===== src/rtl/fb_sched_pkg.sv =====
// Shared types and constants for the framebuffer write scheduler.
package fb_sched_pkg;

  localparam int PIXEL_W = 4;
  localparam logic [PIXEL_W-1:0] FILL_VALUE = 4'h0;

  typedef enum logic [2:0] {
    IDLE,
    ENTER,
    PTR_RST,
    STREAM,
    STROBE,
    GAP,
    EXIT
  } state_t;

endpackage


===== src/rtl/fb_sched_match.sv =====
// Finds the requester whose index equals next_idx; the lowest core number wins ties.
module fb_sched_match
  import fb_sched_pkg::*;
#(
  parameter int NUM_CORES = 4,
  parameter int IDX_W     = 15
) (
  input  logic [NUM_CORES-1:0]         req,
  input  logic [NUM_CORES*IDX_W-1:0]   req_idx,
  input  logic [NUM_CORES*PIXEL_W-1:0] req_val,
  input  logic [IDX_W-1:0]             next_idx,
  output logic                         hit,
  output logic [NUM_CORES-1:0]         grant,
  output logic [PIXEL_W-1:0]           sel_val
);

  always_comb begin
    hit     = 1'b0;
    grant   = '0;
    sel_val = '0;
    for (int i = 0; i < NUM_CORES; i++) begin
      if (!hit && req[i] && (req_idx[i*IDX_W +: IDX_W] == next_idx)) begin
        hit      = 1'b1;
        grant[i] = 1'b1;
        sel_val  = req_val[i*PIXEL_W +: PIXEL_W];
      end
    end
  end

endmodule


===== src/rtl/fb_write_scheduler.sv =====
// Drives one framebuffer frame write in strict raster order from out-of-order pixel engines.
// Fill-on-timeout for a stalled pixel is enabled by defining FB_WRITE_SCHED_TIMEOUT_EN.
module fb_write_scheduler
  import fb_sched_pkg::*;
#(
  parameter int NUM_CORES    = 4,
  parameter int NUM_PIXELS   = 19200,
  parameter int IDX_W        = 15,
  parameter int RESET_CYCLES = 2,
  parameter int WRITE_GAP    = 3,
  parameter int TIMEOUT      = 4095
) (
  input  logic                         clk,
  input  logic                         rst,
  input  logic                         start,
  output logic                         busy,
  output logic                         done,
  input  logic [NUM_CORES-1:0]         req,
  input  logic [NUM_CORES*IDX_W-1:0]   req_idx,
  input  logic [NUM_CORES*PIXEL_W-1:0] req_val,
  output logic [NUM_CORES-1:0]         ack,
  output logic                         fb_write_mode,
  output logic [PIXEL_W-1:0]           fb_write_data_in,
  output logic                         fb_reset_write_ptr,
  output logic                         fb_write_data,
  input  logic                         fb_wrote_data,
  output logic                         err_timeout
);

  localparam int CNT_W = 8;
  localparam logic [CNT_W-1:0] RST_LAST = CNT_W'(RESET_CYCLES - 1);
  localparam logic [CNT_W-1:0] GAP_LAST = CNT_W'(WRITE_GAP - 1);
  localparam logic [IDX_W-1:0] LAST_IDX = IDX_W'(NUM_PIXELS - 1);

  state_t               state_q, state_d;
  logic [CNT_W-1:0]     cnt_q, cnt_d;
  logic [IDX_W-1:0]     next_idx_q, next_idx_d;
  logic                 busy_q, busy_d;
  logic                 done_q, done_d;
  logic [NUM_CORES-1:0] ack_q, ack_d;
  logic                 mode_q, mode_d;
  logic [PIXEL_W-1:0]   data_in_q, data_in_d;
  logic                 ptr_rst_q, ptr_rst_d;
  logic                 strobe_q, strobe_d;
  logic                 err_q, err_d;

  logic                 hit;
  logic [NUM_CORES-1:0] grant;
  logic [PIXEL_W-1:0]   sel_val;
  logic                 fill;

  fb_sched_match #(
    .NUM_CORES(NUM_CORES),
    .IDX_W    (IDX_W)
  ) u_match (
    .req     (req),
    .req_idx (req_idx),
    .req_val (req_val),
    .next_idx(next_idx_q),
    .hit     (hit),
    .grant   (grant),
    .sel_val (sel_val)
  );

`ifdef FB_WRITE_SCHED_TIMEOUT_EN
  localparam int TO_W = $clog2(TIMEOUT + 1);
  localparam logic [TO_W-1:0] TO_LAST = TO_W'(TIMEOUT - 1);

  logic [TO_W-1:0] to_cnt_q, to_cnt_d;

  // Counts unmatched STREAM cycles; the TIMEOUT-th one forces a fill write instead of waiting.
  always_comb begin
    to_cnt_d = '0;
    fill     = 1'b0;
    if (state_q == STREAM && !hit) begin
      if (to_cnt_q == TO_LAST) fill = 1'b1;
      else                     to_cnt_d = to_cnt_q + TO_W'(1);
    end
  end

  always_ff @(posedge clk) begin
    if (rst) to_cnt_q <= '0;
    else     to_cnt_q <= to_cnt_d;
  end
`else
  logic unused_timeout;
  assign fill           = 1'b0;
  assign unused_timeout = (TIMEOUT != 0);
`endif

  always_ff @(posedge clk) begin
    if (rst) begin
      state_q    <= IDLE;
      cnt_q      <= '0;
      next_idx_q <= '0;
      busy_q     <= 1'b0;
      done_q     <= 1'b0;
      ack_q      <= '0;
      mode_q     <= 1'b0;
      data_in_q  <= '0;
      ptr_rst_q  <= 1'b0;
      strobe_q   <= 1'b0;
      err_q      <= 1'b0;
    end else begin
      state_q    <= state_d;
      cnt_q      <= cnt_d;
      next_idx_q <= next_idx_d;
      busy_q     <= busy_d;
      done_q     <= done_d;
      ack_q      <= ack_d;
      mode_q     <= mode_d;
      data_in_q  <= data_in_d;
      ptr_rst_q  <= ptr_rst_d;
      strobe_q   <= strobe_d;
      err_q      <= err_d;
    end
  end

  always_comb begin
    state_d    = state_q;
    cnt_d      = cnt_q;
    next_idx_d = next_idx_q;
    case (state_q)
      IDLE:    if (start) state_d = ENTER;
      ENTER: begin
        if (fb_wrote_data) begin
          state_d = PTR_RST;
          cnt_d   = '0;
        end
      end
      PTR_RST: begin
        if (cnt_q == RST_LAST) begin
          state_d    = STREAM;
          next_idx_d = '0;
        end else begin
          cnt_d = cnt_q + CNT_W'(1);
        end
      end
      STREAM:  if (hit || fill) state_d = STROBE;
      STROBE: begin
        state_d = GAP;
        cnt_d   = '0;
      end
      GAP: begin
        if (cnt_q == GAP_LAST) begin
          next_idx_d = next_idx_q + IDX_W'(1);
          state_d    = (next_idx_q == LAST_IDX) ? EXIT : STREAM;
        end else begin
          cnt_d = cnt_q + CNT_W'(1);
        end
      end
      EXIT:    state_d = IDLE;
      default: state_d = IDLE;
    endcase
  end

  // Outputs are registered, so they are decoded from the state being entered.
  always_comb begin
    busy_d    = (state_d != IDLE) && (state_d != EXIT);
    mode_d    = (state_d != IDLE) && (state_d != EXIT);
    done_d    = (state_d == EXIT);
    ptr_rst_d = (state_d == PTR_RST);
    strobe_d  = (state_d == STROBE);
    ack_d     = '0;
    data_in_d = data_in_q;
    err_d     = err_q;
    if (state_q == IDLE && start) err_d = 1'b0;
    if (state_q == STREAM) begin
      if (hit) begin
        ack_d     = grant;
        data_in_d = sel_val;
      end else if (fill) begin
        data_in_d = FILL_VALUE;
        err_d     = 1'b1;
      end
    end
  end

  assign busy               = busy_q;
  assign done               = done_q;
  assign ack                = ack_q;
  assign fb_write_mode      = mode_q;
  assign fb_write_data_in   = data_in_q;
  assign fb_reset_write_ptr = ptr_rst_q;
  assign fb_write_data      = strobe_q;
  assign err_timeout        = err_q;

endmodule


===== config.mk =====
export PLATFORM = sky130hd
export DESIGN_NAME = fb_write_scheduler
export DESIGN_NICKNAME = d
export VERILOG_FILES = /design/src/rtl/fb_sched_pkg.sv /design/src/rtl/fb_sched_match.sv /design/src/rtl/fb_write_scheduler.sv
export SDC_FILE = /design/constraint.sdc
export NUM_CORES = 1
export LEC_CHECK = 0
export CAP_MARGIN = 5
export CORE_MARGIN = 3
export CORE_UTILIZATION = 30
export DETAILED_ROUTE_END_ITERATION = 8
export PLACE_DENSITY = 0.55
export SYNTH_ARGS = -nofsm -noshare
export SYNTH_HDL_FRONTEND = slang
export SYNTH_SLANG_ARGS = --single-unit

===== constraint.sdc =====
create_clock -name clk -period 2 [get_ports clk]
set_input_delay 0.5 -clock clk [delete_from_list [all_inputs] [get_ports clk]]
set_output_delay 0.5 -clock clk [all_outputs]
set_load 0.02 [all_outputs]

==> results.toml, run 1 <==
[logic_synthesis]
synth_enable_flop_cells = 0
postSynthCellCount = 345
avgSynthCellArea_um2 = 8.617
yosys.area.top_type_share_pct = 25.59
synthArstFlopShare_pct = 0
synthTopCellsByArea = "dfxtp_1, xnor2_1, xor2_1, nand4_1, nor2_1"
yosys.area.top_type = "dfxtp_1"
syn_nets = 433
synth.ff_latch_count = 38
synth.top_cells.by_count = "xnor2_1, dfxtp_1, nor2_1"
ys_warn_count = 0
synth.distinct_cells = 50
synth_area_um2 = 2973
synth_flop_cell = "dfxtp_1"
yosysMostFrequentCell = "xnor2_1"
yosysSeqAreaShare_pct = 25.59

[setup_path]
crit_path_max_incr_delay_ns = 0.32
worst_setup_path_start_kind = "primary input"
end_kind = "flop"
ff2ff_path_depth = 8
crit_family = "simple AND/OR/NAND/NOR gates"
crit_path_top_delay_cell = "nor4_4"
path_class = "primary input to flop"
path_buf_inv = 2
cp_max_fo = 4
worstPathRequired_ns = 2.19
cp_cell_sequence = "dlygate4sd2_1 > xnor2_2 > nand4_1 > nor4_4 > buf_6 > or2b_1 > a221oi_4 > nor3_2"
worstPathArrival_ns = 2.32
cp.depth = 8

[floorplan]
rows = 35
die-area_um2 = 11140
die_w_um = 105.5
core-area_um2 = 9415
die_y_um = 105.5
ios = 98
initial_core_util_pct = 31.57

[clock_network]
cts.path.max_buffers = 2
clk_pin_slew_ns = 0.09
clockRootBuffer = "clkbuf_8"
htree_levels = 2
holdBufCountCts = 0
cts_tree = "yes"
clkLatencyLatePin_ns = 0.30
cts_sinks = 38
numCtsBuffers = 5

[sta]
min_period_over_period_pct = 106.7
rsz0062_at_grt = "yes"
timing.fmax_ghz = 0.4686
fin_ws_ns = -0.1340
relSlewSlack_pct = 65.56
worst_pin_slew_ns = 0.5135
period_minus_slack_ns = 2.134
setup_viol = 6
worst_clock_skew_ns = 0.01103
whs_ns = 0.5036
drv_slew = 0
final-hold-violation-count = 0

[drt]
avgRoutedWirePerCell_um = 18.04
wirelength_mm = 11.82
drtAntennaViolNets = 0
avgViaCountPerCell = 5.140
drt_iter0_markers = 136
via_count = 3367
drt-pass1-iter-count = 4
route.detailed.drc = 0

[grt]
grt_pass1_vias = 3445
grt_overflow = 0
grt_pass1_wl_mm = 17.68
grt_usage_pct = 19.90
grt_max_degree = 14
antenna_found_initial = 1

[placed_design]
place.port_buffers = 96
place.gp.congestion = 0.8217
hpwl_mm = 8.184
place_area_um2 = 4497
placed_cells = 620

[power_and_ir_drop]
leakage_uw = 0.002259
power_density_nw_per_um2 = 363.6
vdd_drop_max_mv = 0.3769
power_uw = 2051

[min_path]
hp-class = "flop to flop"
hold_path_depth = 2

[final_layout]
area_growth_pct = 89.77
nNetsFinal = 612
drive_gt1_share_pct = 40.76
final_area_um2 = 5642
fin_cells = 655
utilization_pct = 59.92

[run_status]
outcome = "complete, but fails checks"
violations = "negative setup slack"

[flow_run]
drv_cap = 0
[cells by family after synthesis]
family,Yosys count,share of synthesized area (%)
flip-flops,38,25.59
other,1,0.1261
AND/OR/NAND/NOR,160,32.32
AO/OA/AOI/OAI,41,10.35
XOR/XNOR,74,23.06
adder cells (fa/ha/maj),4,1.684
buffers and inverters,27,6.860
[final timing paths]
path,start,to,slack [ns]
setup / recovery,req_idx[9],fb_write_data_in[0]$_SDFFE_PP0P_,-0.13
hold / removal,cnt_q[7]$_SDFFE_PP0P_,cnt_q[7]$_SDFFE_PP0P_,0.50
setup reg to reg,next_idx_q[9]$_SDFFE_PP0P_,fb_write_data_in[0]$_SDFFE_PP0P_,-0.13
hold reg to reg,cnt_q[7]$_SDFFE_PP0P_,cnt_q[7]$_SDFFE_PP0P_,0.50
[timing repair]
action	in CTS	in global routing
pin swaps	52	42
endpoints found under the setup margin	14	19
setup buffers	19	9
gates resized for setup	160	53
gates cloned	0	0
[power breakdown]
part / internal [uW] / switching (uW)
registers: 752 / 11.2
clock network: 500 / 300
logic: 266 / 223
total: 1520 / 534
[cell usage in the layout, fill, tap and decap left out, drive strengths merged, types with 3 or more instances in the layout]
master and count:
nor4 14, nand2b 4, o21ai 8, clkdlybuf4s50 34
nor4bb 4, a21oi 13, clkbuf 7, a221oi 4
nand3 9, nor4b 4, and3 6, or4 9
xnor2 46, ha 4, dfxtp 38, buf 98
clkdlybuf4s15 4, a211oi 3, nor3 8, nand4 32
o311ai 4, nand3b 4, xor2 28, inv 5
nor2 33, dlygate4sd2 55, nand2 22
[cell type report]
type | instances | area, um^2
Clock inverter | 3 | 68.82
Sequential cell | 38 | 808.3
Tap cell | 129 | 161.4
Antenna cell | 1 | 2.502
Inverter | 5 | 18.77
Multi-Input combinational cell | 280 | 2778
Timing Repair Buffer | 194 | 1735
Clock buffer | 5 | 68.82
Fill cell | 772 | 3774
[per-stage QoR]
| step | TNS, ns | setup WS [ns] |
|---|---|---|
| floorplan | -0.01867 | -0.01366 |
| global placement | -6.710 | -0.6127 |
| detailed placement | -7.070 | -0.7346 |
| CTS | -0.3755 | -0.1111 |
| global route | -1.678 | -0.2114 |
| finish | -0.5631 | -0.1340 |
[worst register-to-register path, stage by stage, from the launching register on]
cell and delay, ns:
dfxtp_4 0.37, buf_4 0.14, xnor2_2 0.16, nand4_1 0.21, nor4_4 0.32, buf_6 0.17, or2b_1 0.28, a221oi_4 0.30
nor3_2 0.08
[state kept, by name, summed over array words and instances (netlist names)]
register	flops
fb_write_mode	1
state_q	3
fb_write_data	1
ack	4
fb_write_data_in	4
cnt_q	8
fb_reset_write_ptr	1
done	1
next_idx_q	15
[metal layers]
| metal | track usage [%] | up-vias | share of wire (%) |
|---|---|---|---|
| li1 | - | 1604 | - |
| met1 | 24.40 | 1600 | 41 |
| met2 | 33.97 | 137 | 49 |
| met3 | 4.654 | 26 | 6.6 |
| met4 | 7.216 | 0 | 2.9 |
| met5 | 0 | - | 0 |
(Power assumes the default switching activity.)
==> run 2, diff against run 1 <==
- CORE_ASPECT_RATIO: unset -> 1.4
- GPL_ROUTABILITY_DRIVEN: unset -> 0
- PLACE_DENSITY: 0.55 -> unset
==> run 2 against run 1 <==
  * The flow still finishes with violations (negative setup slack)
  * Via count is 2.4% higher
  * Sequential share of layout area is essentially flat
  * Non-clock buffer count increased by 26
  * Utilization decreased by 0.54 points
  * Wire length up 1.6%
  * Sequential power about the same
  * Cell count up 4.3%
  * Maximum frequency is 2.9% lower
  * First-iteration DRC count is 3.7% higher
  * Critical path depth unchanged
  * Clock-buffer cell count unchanged
  * Critical path type unchanged
  * Critical endpoint is now ack[3]$_SDFF_PP0_
  * Largest cell class unchanged
  * Largest power group unchanged
==> results.toml, run 2 (same netlist as run 1, synthesis figures left out) <==
[run_status]
outcome = "complete, but fails checks"
violations = "negative setup slack"

[sta]
relSlewSlack_pct = 66.32
rsz0062_at_grt = "yes"
min_period_over_period_pct = 109.8
worst_pin_slew_ns = 0.5022
setup_viol = 8
whs_ns = 0.4944
final-hold-violation-count = 0
timing.fmax_ghz = 0.4552
fin_ws_ns = -0.1968
worst_clock_skew_ns = 0.004607
drv_slew = 0
period_minus_slack_ns = 2.197

[floorplan]
core-area_um2 = 9564
ios = 98
initial_core_util_pct = 31.08
rows = 42
die_y_um = 123.8
die_w_um = 90.13
die-area_um2 = 11160

[final_layout]
final_area_um2 = 5679
area_growth_pct = 91.04
num_antenna_cells = 0
top_register = "next_idx_q"
layout_common_cells = "buf_4, dlygate4sd2_1, clkdlybuf4s50_1"
drive_gt1_share_pct = 44.46
nNetsFinal = 638
top_regs = "next_idx_q: 15 flops, cnt_q: 8 flops"
n_fill_cell = 796
final_common_cell = "buf_4"
fin_cells = 683
largest_reg_flops = 15

[power_and_ir_drop]
leakage_uw = 0.002349
vdd_drop_max_mv = 0.3367
power_uw = 2179
power_density_nw_per_um2 = 383.7

[setup_path]
cp_max_fo = 2
worstPathRequired_ns = 2.20
worst_setup_path_start_kind = "primary input"
worstPathArrival_ns = 2.40
path_class = "primary input to flop"
end_kind = "flop"
ff2ff_path_depth = 8
reg2reg_slack_ns = -0.18

[clock_network]
clkLatencyLatePin_ns = 0.28
clockRootBuffer = "clkbuf_16"
clk_pin_slew_ns = 0.06
cts_sinks = 38
htree_levels = 2
cts_tree = "yes"
cts.path.max_buffers = 2
holdBufCountCts = 0
numCtsBuffers = 5

[min_path]
hp-class = "flop to flop"
hold_path_depth = 2

[grt]
grt_overflow = 0
grt_pass1_wl_mm = 17.51
antenna_found_initial = 0
grt_max_degree = 14
grt_usage_pct = 19.81
grt_pass1_vias = 3517

[drt]
wirelength_mm = 12.01
drtAntennaViolNets = 0
drt_iter0_markers = 141
via_count = 3449
avgViaCountPerCell = 5.050
avgRoutedWirePerCell_um = 17.58
route.detailed.drc = 0
drt-pass1-iter-count = 4

[placed_design]
place_area_um2 = 4588
place.port_buffers = 96
placed_cells = 638
dp_slack_ns = -0.7548
hpwl_mm = 8.095

[flow_run]
drv_cap = 0
## run 2: cell count changes in the layout (fill, tap and decap cells not counted), moves of 4 or more
cell            delta
buf_4             +30
dlygate4sd2_1     -15
buf_12             -5
clkbuf_16          +5
clkbuf_8           -5
dlymetal6s2s_1     +5
buf_2              +4
clkbuf_2           +4
xnor2_4            -4
## run 2: metrics by stage
stage                     util (%)  setup TNS (ns)
after floorplan                  -        -0.01867
after global placement       47.97          -7.358
after detailed placement     47.97          -7.936
after CTS                    55.05         -0.5760
after global routing         59.38          -2.010
final                        59.38          -1.096
## run 2: power by group
| part | internal, uW | switching (uW) |
|---|---|---|
| clock | 588 | 337 |
| sequential | 749 | 10.2 |
| combinational | 275 | 218 |
| total | 1610 | 566 |
## run 2: worst paths after layout
check	startpoint	end
setup / recovery	req_idx[6]	ack[3]$_SDFF_PP0_
hold / removal	cnt_q[7]$_SDFFE_PP0P_	cnt_q[7]$_SDFFE_PP0P_
setup reg to reg	next_idx_q[2]$_SDFFE_PP0P_	ack[3]$_SDFF_PP0_
hold reg to reg	cnt_q[7]$_SDFFE_PP0P_	cnt_q[7]$_SDFFE_PP0P_
## run 2: what timing repair did
item                                    4_1_cts  5_1_grt
pin swaps                                    53       39
gates resized for setup                     154       73
cloned                                        0        0
endpoints found under the setup margin       14       18
setup buffers                                25       14
## run 2: cell type report
type | count | area [um^2] | area share (%)
inverters | 5 | 18.77 | 0.3305
well taps | 132 | 165.2 | 2.908
multi-input cells | 280 | 2646 | 46.60
flip-flops and latches | 38 | 812.0 | 14.30
clock inverters | 3 | 45.04 | 0.7931
clock buffers | 5 | 125.1 | 2.203
repair buffers | 220 | 1867 | 32.87
## run 2: critical path, stage by stage
cell	delay (ns)
clkdlybuf4s15_1	0.24
xnor2_2	0.23
buf_4	0.15
nand4_1	0.11
or4_4	0.55
a41oi_4	0.27
and2b_1	0.17
nor4bb_4	0.17
## run 2: layer usage
metal	wire length, um	up-vias	GRT usage, %
li1	-	1656	-
met1	4783	1632	22.30
met2	6072	132	35.20
met3	597	29	4.773
met4	552	0	9.866
met5	0	-	0
==> run 3, diff against run 2 <==
- HOLD_SLACK_MARGIN: unset -> 0.03
==> results of run 3 <==
No change in the layout: final DEF, timing and power equal those of run 2.
